[src/rtl/turfbus_ctrl.sv]
`default_nettype none
// ============================================================================
// Module      : turfbus_ctrl
// Description : SURF-side TURFbus transaction sequencer. Deserialises request
//               frames from TREQ (START, W, ADDR[19:0], DATA[31:0] if W, MSB
//               first, one bit per clock), runs one single-beat WISHBONE
//               master cycle per frame, then returns a status byte (plus four
//               read-data bytes for reads) on TD, strobed by SREQ.
// Ports       : wbm_clk_i / wbm_rst_n_i  - clock, async active-low reset
//               treq_n_i                  - request line, idles high
//               sreq_n_o, td_o, td_oe_o   - response strobe, byte, enables
//               busy_o, drop_o            - not-idle flag, ignored-start pulse
//               wbm_*                     - WISHBONE master (20b adr, 32b dat)
// Revision    : 1.0 - initial release
// ============================================================================
module turfbus_ctrl #(
  parameter int unsigned WB_TIMEOUT = 255
) (
  input  logic        wbm_clk_i,
  input  logic        wbm_rst_n_i,
  input  logic        treq_n_i,
  output logic        sreq_n_o,
  output logic [7:0]  td_o,
  output logic [7:0]  td_oe_o,
  output logic        busy_o,
  output logic        drop_o,
  output logic        wbm_cyc_o,
  output logic        wbm_stb_o,
  output logic        wbm_we_o,
  output logic [19:0] wbm_adr_o,
  output logic [31:0] wbm_dat_o,
  output logic [3:0]  wbm_sel_o,
  input  logic [31:0] wbm_dat_i,
  input  logic        wbm_ack_i,
  input  logic        wbm_err_i,
  input  logic        wbm_rty_i
);

  localparam logic [7:0] C_TIMEOUT = WB_TIMEOUT[7:0];

  typedef enum logic [2:0] {
    S_IDLE = 3'd0,
    S_HDR  = 3'd1,
    S_ADDR = 3'd2,
    S_DATA = 3'd3,
    S_WB   = 3'd4,
    S_STAT = 3'd5,
    S_RDAT = 3'd6
  } state_t;

  state_t      state_q, state_d;
  logic [7:0]  cnt_q, cnt_d;       // bit count, WB wait count or byte index
  logic        w_q, w_d;
  logic [19:0] adr_q, adr_d;
  logic [31:0] dat_q, dat_d;
  logic        cyc_q, cyc_d;
  logic        we_q, we_d;
  logic [31:0] rdata_q, rdata_d;   // shifted left one byte per response byte
  logic        sreq_n_q, sreq_n_d;
  logic [7:0]  td_q, td_d;
  logic        oe_q, oe_d;
  logic        drop_q, drop_d;

  logic        w_bit;
  logic        w_term;
  logic        w_tmo;
  logic [7:0]  w_status;

  assign w_bit  = ~treq_n_i;
  assign w_term = wbm_ack_i | wbm_err_i | wbm_rty_i;
  // A termination in the timeout cycle wins because it is tested first below.
  assign w_tmo  = (8'(cnt_q + 8'd1) == C_TIMEOUT);

  always_comb begin
    w_status = 8'h03;
    if (wbm_err_i)      w_status = 8'h01;
    else if (wbm_rty_i) w_status = 8'h02;
    else if (wbm_ack_i) w_status = 8'h00;
  end

  always_comb begin
    state_d  = state_q;
    cnt_d    = cnt_q;
    w_d      = w_q;
    adr_d    = adr_q;
    dat_d    = dat_q;
    cyc_d    = cyc_q;
    we_d     = we_q;
    rdata_d  = rdata_q;
    sreq_n_d = sreq_n_q;
    td_d     = td_q;
    oe_d     = oe_q;
    drop_d   = 1'b0;
    case (state_q)
      S_IDLE: begin
        if (w_bit) state_d = S_HDR;
      end
      S_HDR: begin
        w_d     = w_bit;
        cnt_d   = 8'd0;
        state_d = S_ADDR;
      end
      S_ADDR: begin
        adr_d = {adr_q[18:0], w_bit};
        if (cnt_q == 8'd19) begin
          cnt_d   = 8'd0;
          state_d = w_q ? S_DATA : S_WB;
        end else begin
          cnt_d = 8'(cnt_q + 8'd1);
        end
      end
      S_DATA: begin
        dat_d = {dat_q[30:0], w_bit};
        if (cnt_q == 8'd31) begin
          cnt_d   = 8'd0;
          state_d = S_WB;
        end else begin
          cnt_d = 8'(cnt_q + 8'd1);
        end
      end
      S_WB: begin
        drop_d = w_bit;
        // First WB cycle only launches the registered cyc/stb/we.
        if (!cyc_q) begin
          cyc_d = 1'b1;
          we_d  = w_q;
          cnt_d = 8'd0;
        end else if (w_term || w_tmo) begin
          cyc_d    = 1'b0;
          we_d     = 1'b0;
          state_d  = S_STAT;
          sreq_n_d = 1'b0;
          oe_d     = 1'b1;
          td_d     = w_status;
          rdata_d  = (w_term && (w_status == 8'h00)) ? wbm_dat_i : 32'h0;
        end else begin
          cnt_d = 8'(cnt_q + 8'd1);
        end
      end
      S_STAT: begin
        drop_d = w_bit;
        if (w_q) begin
          state_d  = S_IDLE;
          sreq_n_d = 1'b1;
          oe_d     = 1'b0;
          td_d     = 8'h00;
        end else begin
          state_d = S_RDAT;
          cnt_d   = 8'd0;
          td_d    = rdata_q[31:24];
          rdata_d = {rdata_q[23:0], 8'h00};
        end
      end
      S_RDAT: begin
        drop_d = w_bit;
        if (cnt_q == 8'd3) begin
          state_d  = S_IDLE;
          sreq_n_d = 1'b1;
          oe_d     = 1'b0;
          td_d     = 8'h00;
        end else begin
          cnt_d   = 8'(cnt_q + 8'd1);
          td_d    = rdata_q[31:24];
          rdata_d = {rdata_q[23:0], 8'h00};
        end
      end
      default: state_d = S_IDLE;
    endcase
  end

  always_ff @(posedge wbm_clk_i or negedge wbm_rst_n_i) begin
    if (!wbm_rst_n_i) begin
      state_q  <= S_IDLE;
      cnt_q    <= 8'd0;
      w_q      <= 1'b0;
      adr_q    <= 20'h0;
      dat_q    <= 32'h0;
      cyc_q    <= 1'b0;
      we_q     <= 1'b0;
      rdata_q  <= 32'h0;
      sreq_n_q <= 1'b1;
      td_q     <= 8'h00;
      oe_q     <= 1'b0;
      drop_q   <= 1'b0;
    end else begin
      state_q  <= state_d;
      cnt_q    <= cnt_d;
      w_q      <= w_d;
      adr_q    <= adr_d;
      dat_q    <= dat_d;
      cyc_q    <= cyc_d;
      we_q     <= we_d;
      rdata_q  <= rdata_d;
      sreq_n_q <= sreq_n_d;
      td_q     <= td_d;
      oe_q     <= oe_d;
      drop_q   <= drop_d;
    end
  end

  assign sreq_n_o  = sreq_n_q;
  assign td_o      = td_q;
  assign td_oe_o   = {8{oe_q}};
  assign busy_o    = (state_q != S_IDLE);
  assign drop_o    = drop_q;
  assign wbm_cyc_o = cyc_q;
  assign wbm_stb_o = cyc_q;
  assign wbm_we_o  = we_q;
  assign wbm_adr_o = adr_q;
  assign wbm_dat_o = dat_q;
  assign wbm_sel_o = 4'hF;

endmodule
`default_nettype wire

[config.mk]
export PLATFORM = sky130hd
export DESIGN_NAME = turfbus_ctrl
export DESIGN_NICKNAME = d
export VERILOG_FILES = /design/src/rtl/turfbus_ctrl.sv
export SDC_FILE = /design/constraint.sdc
export NUM_CORES = 1
export LEC_CHECK = 0
export ABC_AREA = 1
export BUFFER_PORTS_ARGS = -buffer_cell sky130_fd_sc_hd__buf_4
export CAP_MARGIN = 20
export CORE_UTILIZATION = 50
export CTS_BUF_LIST = sky130_fd_sc_hd__clkbuf_4
export DETAILED_ROUTE_END_ITERATION = 10
export PLACE_DENSITY = 0.75
export RECOVER_POWER = 50
export SLEW_MARGIN = 20
export SYNTH_ARGS = -nofsm -noshare
export SYNTH_HDL_FRONTEND = slang
export SYNTH_SLANG_ARGS = --single-unit
[constraint.sdc]
create_clock -name wbm_clk_i -period 2.8 [get_ports wbm_clk_i]
set_input_delay 0.84 -clock wbm_clk_i [delete_from_list [all_inputs] [get_ports wbm_clk_i]]
set_output_delay 0.84 -clock wbm_clk_i [all_outputs]
set_load 0.05 [all_outputs]
==> results.md <==
- Status: complete, but fails checks
- Failing checks: capacitance limit, slew limit
- Top post-synthesis cells by count: nand2_1 (240), dfrtp_1 (108), inv_1 (68), o21ai_0 (49), nor2_1 (36)
- Post-Syn Instances: 659
- Mapped cell area: 0.00521 mm^2
- Critical Path End: busy_o
- Root Driver: clkbuf_4
- H-tree depth: 3
- Seq cells post-synth: 109
- I/O Buffers: 111
- Hold Violations, Final: 0
- CTS clock-pin slew for the worst setup and hold paths: 150 ps
- Critical Path Max Stage Delay: 470 ps
- Core Box Area: 0.00995 mm^2
- Initial Util: 0.523
- Maximum clock frequency: 425 MHz
- Period utilisation layout: 0.841
- Syn Area/Cell: 7.90 um^2
- Yosys warns: 0
- CTS max path bufs: 2
- Postcts setup bufs: 0
- Synth top area share: 0.519
- First-pass DRT Iterations: 5
- Worst Setup End Kind: output port
- Unique cell type count in the Yosys netlist: 32
- Routability cong.: 0.873
- Total leakage power: 3.44 nW
- Ports: 116
- Dpl hpwl: 8010 um
- First-pass GRT wire length: 19400 um
- DRT Wirelength: 11300 um
- Hold Crit Class: flip-flop to flip-flop
- CTS buffer count: 9
- Latest clock arrival within the worst-skew pair: 460 ps
- Max_cap viols: 1
- Gr ovfl total: 0
- Cell with the most instances after synthesis: nand2_1
- Pwr Density: 1250 mW/mm^2
- Global Route Usage Sum: 0.218
- Die width: 104 um
- Final setup vio count: 0
- Fin Setup TNS: 0 ps
- Post-DR vias/cell: 4.98
- CTS Hold Bufs: 0
- Via Count: 4422
- Critical path origin: state_q[1]$_DFFE_PN0P_
- Maximum VDD drop: 0.000737 V
- N_diodes: 0
- Area growth syn-to-layout: 19.0%
- Startpoint class of the critical path: flip-flop
- Routed Antenna Nets: 0
- Number of core rows: 36
- Die area: 0.0108 mm^2
- Layout cells sized above 1: 0.205
- Worst-path maximum fanout: 7
- Number of cells after detailed placement: 873
- Max Clock Skew: 22.2 ps
- CP top delay family: flip-flops
- WP data required: 1960 ps
- Drt wl/cell: 12.7 um
- Critical Path AT: 1510 ps
- CTS sink count: 109
- Ys async rst share: 1.00
- Reg-to-Reg End: rdata_q[0]$_DFFE_PN0P_
- Die Y: 104 um
- Nets: 791
- Crit path kind: flip-flop to output port
- Area contributors post-synth: dfrtp_1 (52%), nand2_1 (17%), inv_1 (4.9%), o21ai_0 (4.7%), nand4_1 (4.0%)
- Post-route DRC: 0
- Sequential-to-total area share from yosys stat: 0.524
- Reg-to-Reg Start: cnt_q[1]$_DFFE_PN0P_
- Max Slew Vio Count: 37
- Rel. slew slack: -0.320
- Buf/Inv on CP: 3
- Synth Flop Type: dfrtp_1
- R2R cell count: 12
- Post-synth EDFFs: 0
- Crit path cell chain: nor2_1, inv_1, nor2_1, inv_1, buf_4
- Layout Cells excl Fill: 888
- CTS tree: done
- RSZ-0062 raised after global routing: false
- Area leader, netlist: dfrtp_1
- Worst R2R Setup Slack: 500 ps
- Minimum clock period: 2350 ps
- CTS resizes: 0
- Largest net degree at the start of global routing: 66
- Worst path depth: 5
- Actual slew at the worst max-slew pin: 1980 ps
- Worst path slowest cell: dfrtp_1
- Fin Hold WS: 494 ps
- Initial antenna violation count: 0
- Iter 0 DRT Violations: 273
- Number of global-route vias before repair: 4192
## through the flow
stage,total power [mW],instance area [um^2],util,setup WS (ps)
floorplan,5.83,5220,-,988
global placement,6.95,6070,0.610,594
detailed placement,7.04,6070,0.610,531
CTS,7.84,6210,0.624,413
global route,8.27,6200,0.623,205
finish,7.78,6200,0.623,446
## report_power, final
group | internal (mW) | switching, mW | leakage (nW)
Sequential | 2.21 | 0.465 | 1.41
Clock | 0.278 | 0.514 | 0.0759
Combinational | 1.20 | 3.11 | 1.95
Total | 3.69 | 4.09 | 3.44
## how the worst min path moves through the flow
stage	depth (start not counted)	startpoint	endpoint
after global placement	2	td_o[7]$_DFFE_PN0P_	td_o[7]$_DFFE_PN0P_
after detailed placement	2	td_o[3]$_DFFE_PN0P_	td_o[3]$_DFFE_PN0P_
final	2	td_o[4]$_DFFE_PN0P_	td_o[4]$_DFFE_PN0P_
after global routing	2	td_o[7]$_DFFE_PN0P_	td_o[7]$_DFFE_PN0P_
after CTS	1	wbm_rst_n_i	wbm_dat_o[29]$_DFFE_PN0P_
after floorplan	2	rdata_q[26]$_DFFE_PN0P_	td_o[2]$_DFFE_PN0P_
## tightest hold or removal path: cells and delay by family, from the launching register on
kind	cells	cell delay, ps
flip-flops	1	380
AND/OR/NAND/NOR	2	100
## cell usage in the layout (no fill, tap or decap), types with 4 or more instances in the layout
cell type    n
clkbuf_4     9
dfrtp_1    108
o21ai_1      8
nor2_2       5
buf_4      116
nand2_2      8
nand3_1     19
o21ai_0     49
nand2_1    240
inv_1       69
nor2_1      36
conb_1       4
nor3_1       4
a21oi_1     17
nand4_1     33
## sequential cells by signal, summed over array words and instances, names as in the netlist
signal,cells
rdata_q,32
wbm_dat_o,32
wbm_adr_o,20
cnt_q,8
td_o,8
state_q,3
drop_o,1
oe_q,1
sreq_n_o,1
w_q,1
wbm_cyc_o,1
wbm_we_o,1
## layer usage
| layer | GRT usage | up-vias | routed length [um] |
|---|---|---|---|
| li1 | - | 2234 | - |
| met1 | 0.290 | 2054 | 4990 |
| met2 | 0.366 | 122 | 5690 |
| met3 | 0.0476 | 12 | 536 |
| met4 | 0.0459 | 0 | 94 |
| met5 | 0 | - | 0 |
## area by class of cell
class	instances	area, um^2
fillers	902	3750
flip-flops and latches	109	2730
multi-input cells	436	1950
repair buffers	122	945
inverters	73	274
well taps	133	166
clock inverters	6	71.3
clock buffers	9	67.6
## cells by family (layout without fill, tap and decap cells)
group,after synthesis,count (layout),synth area share
other cells,1,4,0.000720
flops,109,109,0.524
compound gates,80,80,0.0802
mux,1,1,0.00216
fa+ha+maj,2,2,0.00480
buf+inv,117,210,0.104
simple gates,349,349,0.284
Note: power is estimated with default switching activity, not from simulation.
